<file path="src/rtl/restador_sat_pipe.sv">
// Two-stage signed saturating subtractor (result = minuend - subtrahend) with
// valid/ready flow control, sticky saturation flag and saturating event counter.
module restador_sat_pipe #(
    parameter int unsigned N     = 16,
    parameter int unsigned CNT_W = 8
) (
    input  logic               clk,
    input  logic               reset,
    input  logic               in_valid,
    output logic               in_ready,
    input  logic [2*N-1:0]     minuend,
    input  logic [2*N-1:0]     subtrahend,
    output logic               out_valid,
    input  logic               out_ready,
    output logic [2*N-1:0]     result,
    output logic               sat_pos,
    output logic               sat_neg,
    output logic               sat_flag,
    output logic [CNT_W-1:0]   sat_count,
    input  logic               clr_flag
);

    localparam int unsigned    W       = 2 * N;
    localparam logic [W-1:0]   POS_MAX = {1'b0, {(W-1){1'b1}}};
    localparam logic [W-1:0]   NEG_MIN = {1'b1, {(W-1){1'b0}}};
    localparam logic [CNT_W-1:0] CNT_MAX = '1;

    logic             s1_valid_q,  s1_valid_d;
    logic [W-1:0]     raw_q,       raw_d;
    logic             ovf_pos_q,   ovf_pos_d;
    logic             ovf_neg_q,   ovf_neg_d;
    logic             out_valid_q, out_valid_d;
    logic [W-1:0]     result_q,    result_d;
    logic             sat_pos_q,   sat_pos_d;
    logic             sat_neg_q,   sat_neg_d;
    logic             sat_flag_q,  sat_flag_d;
    logic [CNT_W-1:0] sat_count_q, sat_count_d;

    logic             advance_c;
    logic             event_c;
    logic [W-1:0]     diff_c;

    // Next-state logic: whole pipe advances together or holds
    always_comb begin
        s1_valid_d  = s1_valid_q;
        raw_d       = raw_q;
        ovf_pos_d   = ovf_pos_q;
        ovf_neg_d   = ovf_neg_q;
        out_valid_d = out_valid_q;
        result_d    = result_q;
        sat_pos_d   = sat_pos_q;
        sat_neg_d   = sat_neg_q;
        sat_flag_d  = sat_flag_q;
        sat_count_d = sat_count_q;

        advance_c = ~out_valid_q | out_ready;
        diff_c    = W'(minuend - subtrahend);
        event_c   = out_valid_q & out_ready & (sat_pos_q | sat_neg_q);

        if (advance_c) begin
            s1_valid_d  = in_valid;
            out_valid_d = s1_valid_q;
            if (in_valid) begin
                raw_d     = diff_c;
                ovf_pos_d = ~minuend[W-1] &  subtrahend[W-1] &  diff_c[W-1];
                ovf_neg_d =  minuend[W-1] & ~subtrahend[W-1] & ~diff_c[W-1];
            end
            // Bubbles leave the output data registers untouched
            if (s1_valid_q) begin
                result_d  = ovf_pos_q ? POS_MAX : (ovf_neg_q ? NEG_MIN : raw_q);
                sat_pos_d = ovf_pos_q;
                sat_neg_d = ovf_neg_q;
            end
        end

        // A saturating transfer outranks a simultaneous clear
        if (event_c) begin
            sat_flag_d = 1'b1;
            if (clr_flag) begin
                sat_count_d = CNT_W'(1);
            end else if (sat_count_q != CNT_MAX) begin
                sat_count_d = sat_count_q + CNT_W'(1);
            end
        end else if (clr_flag) begin
            sat_flag_d  = 1'b0;
            sat_count_d = '0;
        end
    end

    always_ff @(posedge clk) begin
        if (reset) begin
            s1_valid_q  <= 1'b0;
            raw_q       <= '0;
            ovf_pos_q   <= 1'b0;
            ovf_neg_q   <= 1'b0;
            out_valid_q <= 1'b0;
            result_q    <= '0;
            sat_pos_q   <= 1'b0;
            sat_neg_q   <= 1'b0;
            sat_flag_q  <= 1'b0;
            sat_count_q <= '0;
        end else begin
            s1_valid_q  <= s1_valid_d;
            raw_q       <= raw_d;
            ovf_pos_q   <= ovf_pos_d;
            ovf_neg_q   <= ovf_neg_d;
            out_valid_q <= out_valid_d;
            result_q    <= result_d;
            sat_pos_q   <= sat_pos_d;
            sat_neg_q   <= sat_neg_d;
            sat_flag_q  <= sat_flag_d;
            sat_count_q <= sat_count_d;
        end
    end

    assign in_ready  = advance_c;
    assign out_valid = out_valid_q;
    assign result    = result_q;
    assign sat_pos   = sat_pos_q;
    assign sat_neg   = sat_neg_q;
    assign sat_flag  = sat_flag_q;
    assign sat_count = sat_count_q;

endmodule

</file>
<file path="config.mk">
export PLATFORM = sky130hd
export DESIGN_NAME = restador_sat_pipe
export DESIGN_NICKNAME = d
export VERILOG_FILES = /design/src/rtl/restador_sat_pipe.sv
export SDC_FILE = /design/constraint.sdc
export NUM_CORES = 1
export LEC_CHECK = 0
export CAP_MARGIN = 0
export CORE_MARGIN = 3
export CORE_UTILIZATION = 46
export CTS_CLUSTER_DIAMETER = 120
export DETAILED_ROUTE_END_ITERATION = 6
export DONT_BUFFER_PORTS = 1
export GPL_ROUTABILITY_DRIVEN = 0
export PLACE_DENSITY = 0.58
export SYNTH_ARGS = -nofsm -noshare
export SYNTH_HDL_FRONTEND = slang
export SYNTH_SLANG_ARGS = --single-unit
export TNS_END_PERCENT = 50
</file>
<file path="constraint.sdc">
create_clock -name clk -period 2.9 [get_ports clk]
set_clock_uncertainty 0.2 [all_clocks]
set_input_delay 0.145 -clock clk [delete_from_list [all_inputs] [get_ports clk]]
set_output_delay 0.145 -clock clk [all_outputs]
set_load 0.03 [all_outputs]
</file>
; ---- Word level (Yosys, flattened, before mapping)
; Index checks and enable logic that the tools add are counted.
[word_totals]
reg_bits = 79
inputBits = 69
out_inout_bits = 45
word_cells = 38
[op_classes]
addsub = 2
n_eq_ne = 1
muxes = 8
n_bitwise = 12
n_reduce_logical = 5
[ops]
columns = operator, n
row1 = $mux W32, 2
row2 = $mux W8, 4
row3 = $sub A32 B32 Y32, 1
row4 = $add A8 B1 Y8 const B, 1
row5 = $ne A8 B8 Y1 const B, 1
row6 = $and A1 B1 Y1, 6
row7 = $reduce_and A2 Y1, 3
row8 = $not A1 Y1, 4
row9 = $reduce_bool A2 Y1, 2
row10 = $mux W1, 2
row11 = $or A1 B1 Y1, 2

; ---- Logic depth before layout (Yosys ltp)
[depth]
depth_word = 4
ltp_mapped = 10
depth_no_buf = 10

; ---- Worst setup path after synthesis
; No wires, ideal clock.
[synth_timing]
kind = in2reg
from = input port minuend[0]
to = register raw_q[26]
arrival_ps = 1960
required_time_ps = 2576
path_slack_ps = 616
path_stages = 10
path_buffers = 0
path_cell_list = inv_1 ha_1 fa_1 and2b_1 o211ai_1 a21o_1 a21o_1 nand2_1 mux2i_1 a2111o_1
[synth_via]
elab_chain_len = 1
[synth_lines]
columns = element, line_no
row1 = "start, declared", 11  ; input logic [2*N-1:0] minuend,
row2 = $sub A32 B32 Y32, 57  ; diff_c = W'(minuend - subtrahend);
row3 = "end signal, assigned", 104  ; raw_q <= raw_d;
row4 = "end, declared", 29  ; logic [W-1:0] raw_q, raw_d;
; No other way between the ends.
; A chain may end at the register's enable or synchronous reset.

; ---- Final worst setup path
[layout_timing]
from = input port subtrahend[1]
to = register raw_q[10]
[layout_via]
elab_chain_len = 1
[layout_lines]
columns = element, line_no
row1 = "start, declared", 12  ; input logic [2*N-1:0] subtrahend,
row2 = $sub A32 B32 Y32, 57
; No other way between the ends.

==> impl_metrics.yaml <==
final_layout:
  drive_above_1_share_pct: 5.39
  final_design_area_no_fill_mm2: 0.00529
  most-common-layout-cells: "sky130_fd_sc_hd__a21oi_1, sky130_fd_sc_hd__dfxtp_1, sky130_fd_sc_hd__nor2_1"
  insertedDiodeCount: 0
  layout_overhead_on_the_synthesized_area_pct: 7.56
  nets: 731
global_routing:
  grt_start_max_net_pins: 61
  grt_util_all_layers_pct: 19.9
  grt_first_pass_wirelength_um: 19400
  grt_pass1_vias: 3983
  grt-ovfl-total: 0
  grt_antenna_before_repair: 0
timing:
  timing.final.max_slew_violations: 0
  hold-worst-slack_ns: 0.0588
  rsz0062_at_grt: "no"
  tightestPinTransition_ns: 0.904
  hold_violations: 0
  setup_tns_ns: 0
  finalCritPeriodShare_pct: 97.0
  fmaxAchievable_mhz: 356
  setup_violations: 0
  finalWorstPathRequiredPeriod_ns: 2.81
  timing.slew.headroom_pct: 39.7
critical_path:
  critical_path.startpoint: "subtrahend[1]"
  worst_setup_path_endpoint: "raw_q[10]"
  cp.depth: 10
  critPathTopFamily: "buffers and inverters"
  worstPathBufferInverterCount: 2
  timing.critical_path.to_type: "flip-flop"
  worstReg2RegEnd: "raw_q[10]"
  critPathArrivalTime_ns: 2.89
  r2r_cells: 6
  ff2ff_setup_slack_ns: 0.59
  worstSetupStartpointType: "primary input"
  path_max_fanout: 3
  crit_path_max_incr_delay_ns: 0.57
  crit_path_cell_trace: "dlygate4sd3_1 > fa_1 > and2b_1 > o211ai_1 > nand2b_1 > a21o_1 > a311oi_1 > or3_1 > a31oi_1 > dlygate4sd3_1"
  worstReg2RegStart: "out_valid"
  critPathRequiredTime_ns: 2.98
  crit_slowest_cell: "sky130_fd_sc_hd__dlygate4sd3_1"
  cp_common_cell: "sky130_fd_sc_hd__dlygate4sd3_1"
  worst-setup-path-type: "primary input to flip-flop"
power_and_ir_drop:
  power.density_mw_per_mm2: 504
  power.share.combinational_pct: 25.8
  cellInternalPower_mw: 1.78
  seq_power_share_pct: 48.6
  p_switching_mw: 0.884
  leakage_nw: 2.12
  power_switching_share_pct: 33.2
  ir_worst_vdd_mv: 0.269
  power.clock.fraction_pct: 25.6
cts:
  tritoncts_num_sinks: 79
  tritoncts: "yes"
  cts_buffers: 9
  post_cts_resized: 0
  cts-root-to-sink-buffers: 2
  clk_root_buffer_cell: "sky130_fd_sc_hd__clkbuf_8"
  ctsHtreeMaxLevel: 3
  worstSkewPairLatency_ns: 0.33
  clkSlewWorstSetupHoldPaths_ns: 0.07
floorplanning:
  start_util_pct: 47.4
  die-area_mm2: 0.0120
  boundaryPins: 114
  floorplan.rows: 37
  die_width_um: 109
  floorplan.core_area_mm2: 0.0104
  die_h_um: 109
route:
  first_iter_violations: 266
  drt-pass1-iter-count: 4
  route.detailed.drc: 0
  post_drt_via_cell_ratio: 5.56
  wl_per_cell_um: 15.4
  postRouteAntennaNets: 0
  routed-via-count: 4267
  totalWireLength_um: 11800
synthesis:
  yosysWarnings: 0
  post_synth.cell_area_avg_um2: 7.75
  synthesis.instances: 634
  post_synth_instance_area_mm2: 0.00491
  share_of_flip_flops_with_an_asynchronous_set_or_reset_pct: 0
  number_of_synthesized_register_bits: 79
  synth_ff_type: "sky130_fd_sc_hd__dfxtp_1"
  synth_enable_flop_cells: 0
  postSynthNetCount: 738
  yosys.cell_types.count: 63
  yosysSeqAreaShare_pct: 32.2
outcome:
  outcome: "complete, no violations"
placed_design:
  place_hpwl_um: 9080
  place.port_buffers: 0
  dpl_cell_area_mm2: 0.00498
job:
  max_cap_violations: 0
hold_path:
  hold_wc_path_type: "primary input to flip-flop"
[per-stage QoR]
step           cells  worst slack, ns  utilization [%]  power, mW
6_report         767           0.0881             51.0       2.66
5_1_grt          767          0.00140             51.0       2.83
4_1_cts          766           0.0446             50.9       2.68
3_5_place_dp     739            0.441             48.0       1.97
3_3_place_gp     739            0.486             48.0       1.96
2_1_floorplan    634            0.616                -       1.83
[what timing repair did]
| action | 4_1_cts | 5_1_grt |
|---|---|---|
| setup buffers | 0 | 1 |
| endpoints found under the hold margin | 78 | 0 |
| hold buffers | 12 | 0 |
| endpoints found under the setup margin | 0 | 1 |
[layer usage]
layer  wire (um)  GRT usage, %  vias to the layer above  part of all wire [%]
met3         594          3.17                       13                   5.0
met1        6070          31.2                     1930                    52
met4         140          4.63                        0                   1.2
li1            -             -                     2225                     -
met5           0             0                        -                     0
met2        4980          28.1                       99                    42
[flip-flops by register name, summed over array words and instances, names as in the netlist]
name and flops:
ovf_neg_q 1, out_valid 1, sat_neg 1, s1_valid_q 1, sat_count 8, result 32
sat_pos 1, sat_flag 1, raw_q 32, ovf_pos_q 1
[Yosys cell counts, types with 2 or more instances]
cell type | count | share of area [%]
sky130_fd_sc_hd__ha_1 | 34 | 8.7
sky130_fd_sc_hd__or2_2 | 2 | 0.25
sky130_fd_sc_hd__a22o_1 | 3 | 0.53
sky130_fd_sc_hd__dfxtp_1 | 79 | 32
sky130_fd_sc_hd__a31oi_1 | 3 | 0.38
sky130_fd_sc_hd__a221oi_1 | 2 | 0.36
sky130_fd_sc_hd__and2b_1 | 2 | 0.31
sky130_fd_sc_hd__and4_1 | 2 | 0.36
sky130_fd_sc_hd__nand4_1 | 12 | 1.5
sky130_fd_sc_hd__nor4_1 | 3 | 0.38
sky130_fd_sc_hd__nor2_1 | 70 | 5.3
sky130_fd_sc_hd__xnor2_1 | 14 | 2.5
sky130_fd_sc_hd__o21bai_1 | 5 | 0.76
sky130_fd_sc_hd__o221ai_1 | 2 | 0.36
sky130_fd_sc_hd__xor2_1 | 15 | 2.7
sky130_fd_sc_hd__nand3b_1 | 4 | 0.61
sky130_fd_sc_hd__o21a_1 | 6 | 0.92
sky130_fd_sc_hd__o21ai_1 | 3 | 0.31
sky130_fd_sc_hd__nor2b_1 | 4 | 0.51
sky130_fd_sc_hd__o21ai_0 | 31 | 3.2
sky130_fd_sc_hd__nand2b_1 | 6 | 0.76
sky130_fd_sc_hd__mux2i_1 | 4 | 0.81
sky130_fd_sc_hd__and2_1 | 3 | 0.38
sky130_fd_sc_hd__or3_1 | 3 | 0.38
sky130_fd_sc_hd__buf_2 | 6 | 0.61
sky130_fd_sc_hd__clkbuf_2 | 2 | 0.20
sky130_fd_sc_hd__nand2_1 | 62 | 4.7
sky130_fd_sc_hd__a21o_1 | 15 | 2.3
sky130_fd_sc_hd__a211oi_1 | 35 | 5.3
sky130_fd_sc_hd__a21oi_1 | 79 | 8.0
sky130_fd_sc_hd__nor3_1 | 11 | 1.1
sky130_fd_sc_hd__nand3_1 | 10 | 1.0
sky130_fd_sc_hd__clkbuf_1 | 27 | 2.1
sky130_fd_sc_hd__o211ai_1 | 4 | 0.61
sky130_fd_sc_hd__inv_1 | 42 | 3.2
sky130_fd_sc_hd__o31ai_1 | 2 | 0.31
[power groups by stage]
stage                     clock [mW]  sequential [mW]  combinational [mW]
after global routing           0.748             1.30               0.778
after detailed placement           0             1.32               0.648
after CTS                      0.699             1.29               0.685
final                          0.682             1.29               0.688
after floorplan                    0             1.30               0.529
after global placement             0             1.32               0.641
[area by class of cell]
class,instances,area [um^2]
clock buffers,14,153
repair buffers,19,203
multi-input cells,476,3020
flip-flops and latches,79,1580
clock inverters,1,5.00
well taps,136,170
inverters,42,158
fillers,1045,5080
[worst reg2reg max path: stages (launching register included)]
cell and delay, ns:
sky130_fd_sc_hd__dfxtp_1 0.43, sky130_fd_sc_hd__nand2b_1 0.25, sky130_fd_sc_hd__nand2_1 0.10, sky130_fd_sc_hd__buf_4 0.21, sky130_fd_sc_hd__or3_1 0.36, sky130_fd_sc_hd__a31oi_1 0.15, sky130_fd_sc_hd__dlygate4sd3_1 0.55
[kinds of logic after synthesis]
family,Yosys count,synth area share [%]
compound gates,207,27.4
simple gates,201,18.9
buf+inv,79,6.47
flops,79,32.2
fa+ha+maj,35,9.07
xor+xnor,29,5.17
mux,4,0.815
[how the worst min path moves through the flow]
| stage | from | end | slack [ns] | depth (start not counted) |
|---|---|---|---|---|
| 2_1_floorplan | clr_flag | sat_count[0] | 0.11 | 2 |
| 3_3_place_gp | reset | raw_q[3] | 0.02 | 1 |
| 3_5_place_dp | reset | raw_q[10] | 0.02 | 1 |
| 4_1_cts | minuend[30] | raw_q[30] | 0.05 | 3 |
| 5_1_grt | in_valid | raw_q[11] | 0.06 | 3 |
| 6_report | minuend[30] | raw_q[30] | 0.06 | 3 |
Note: power is estimated with default switching activity, not from simulation.
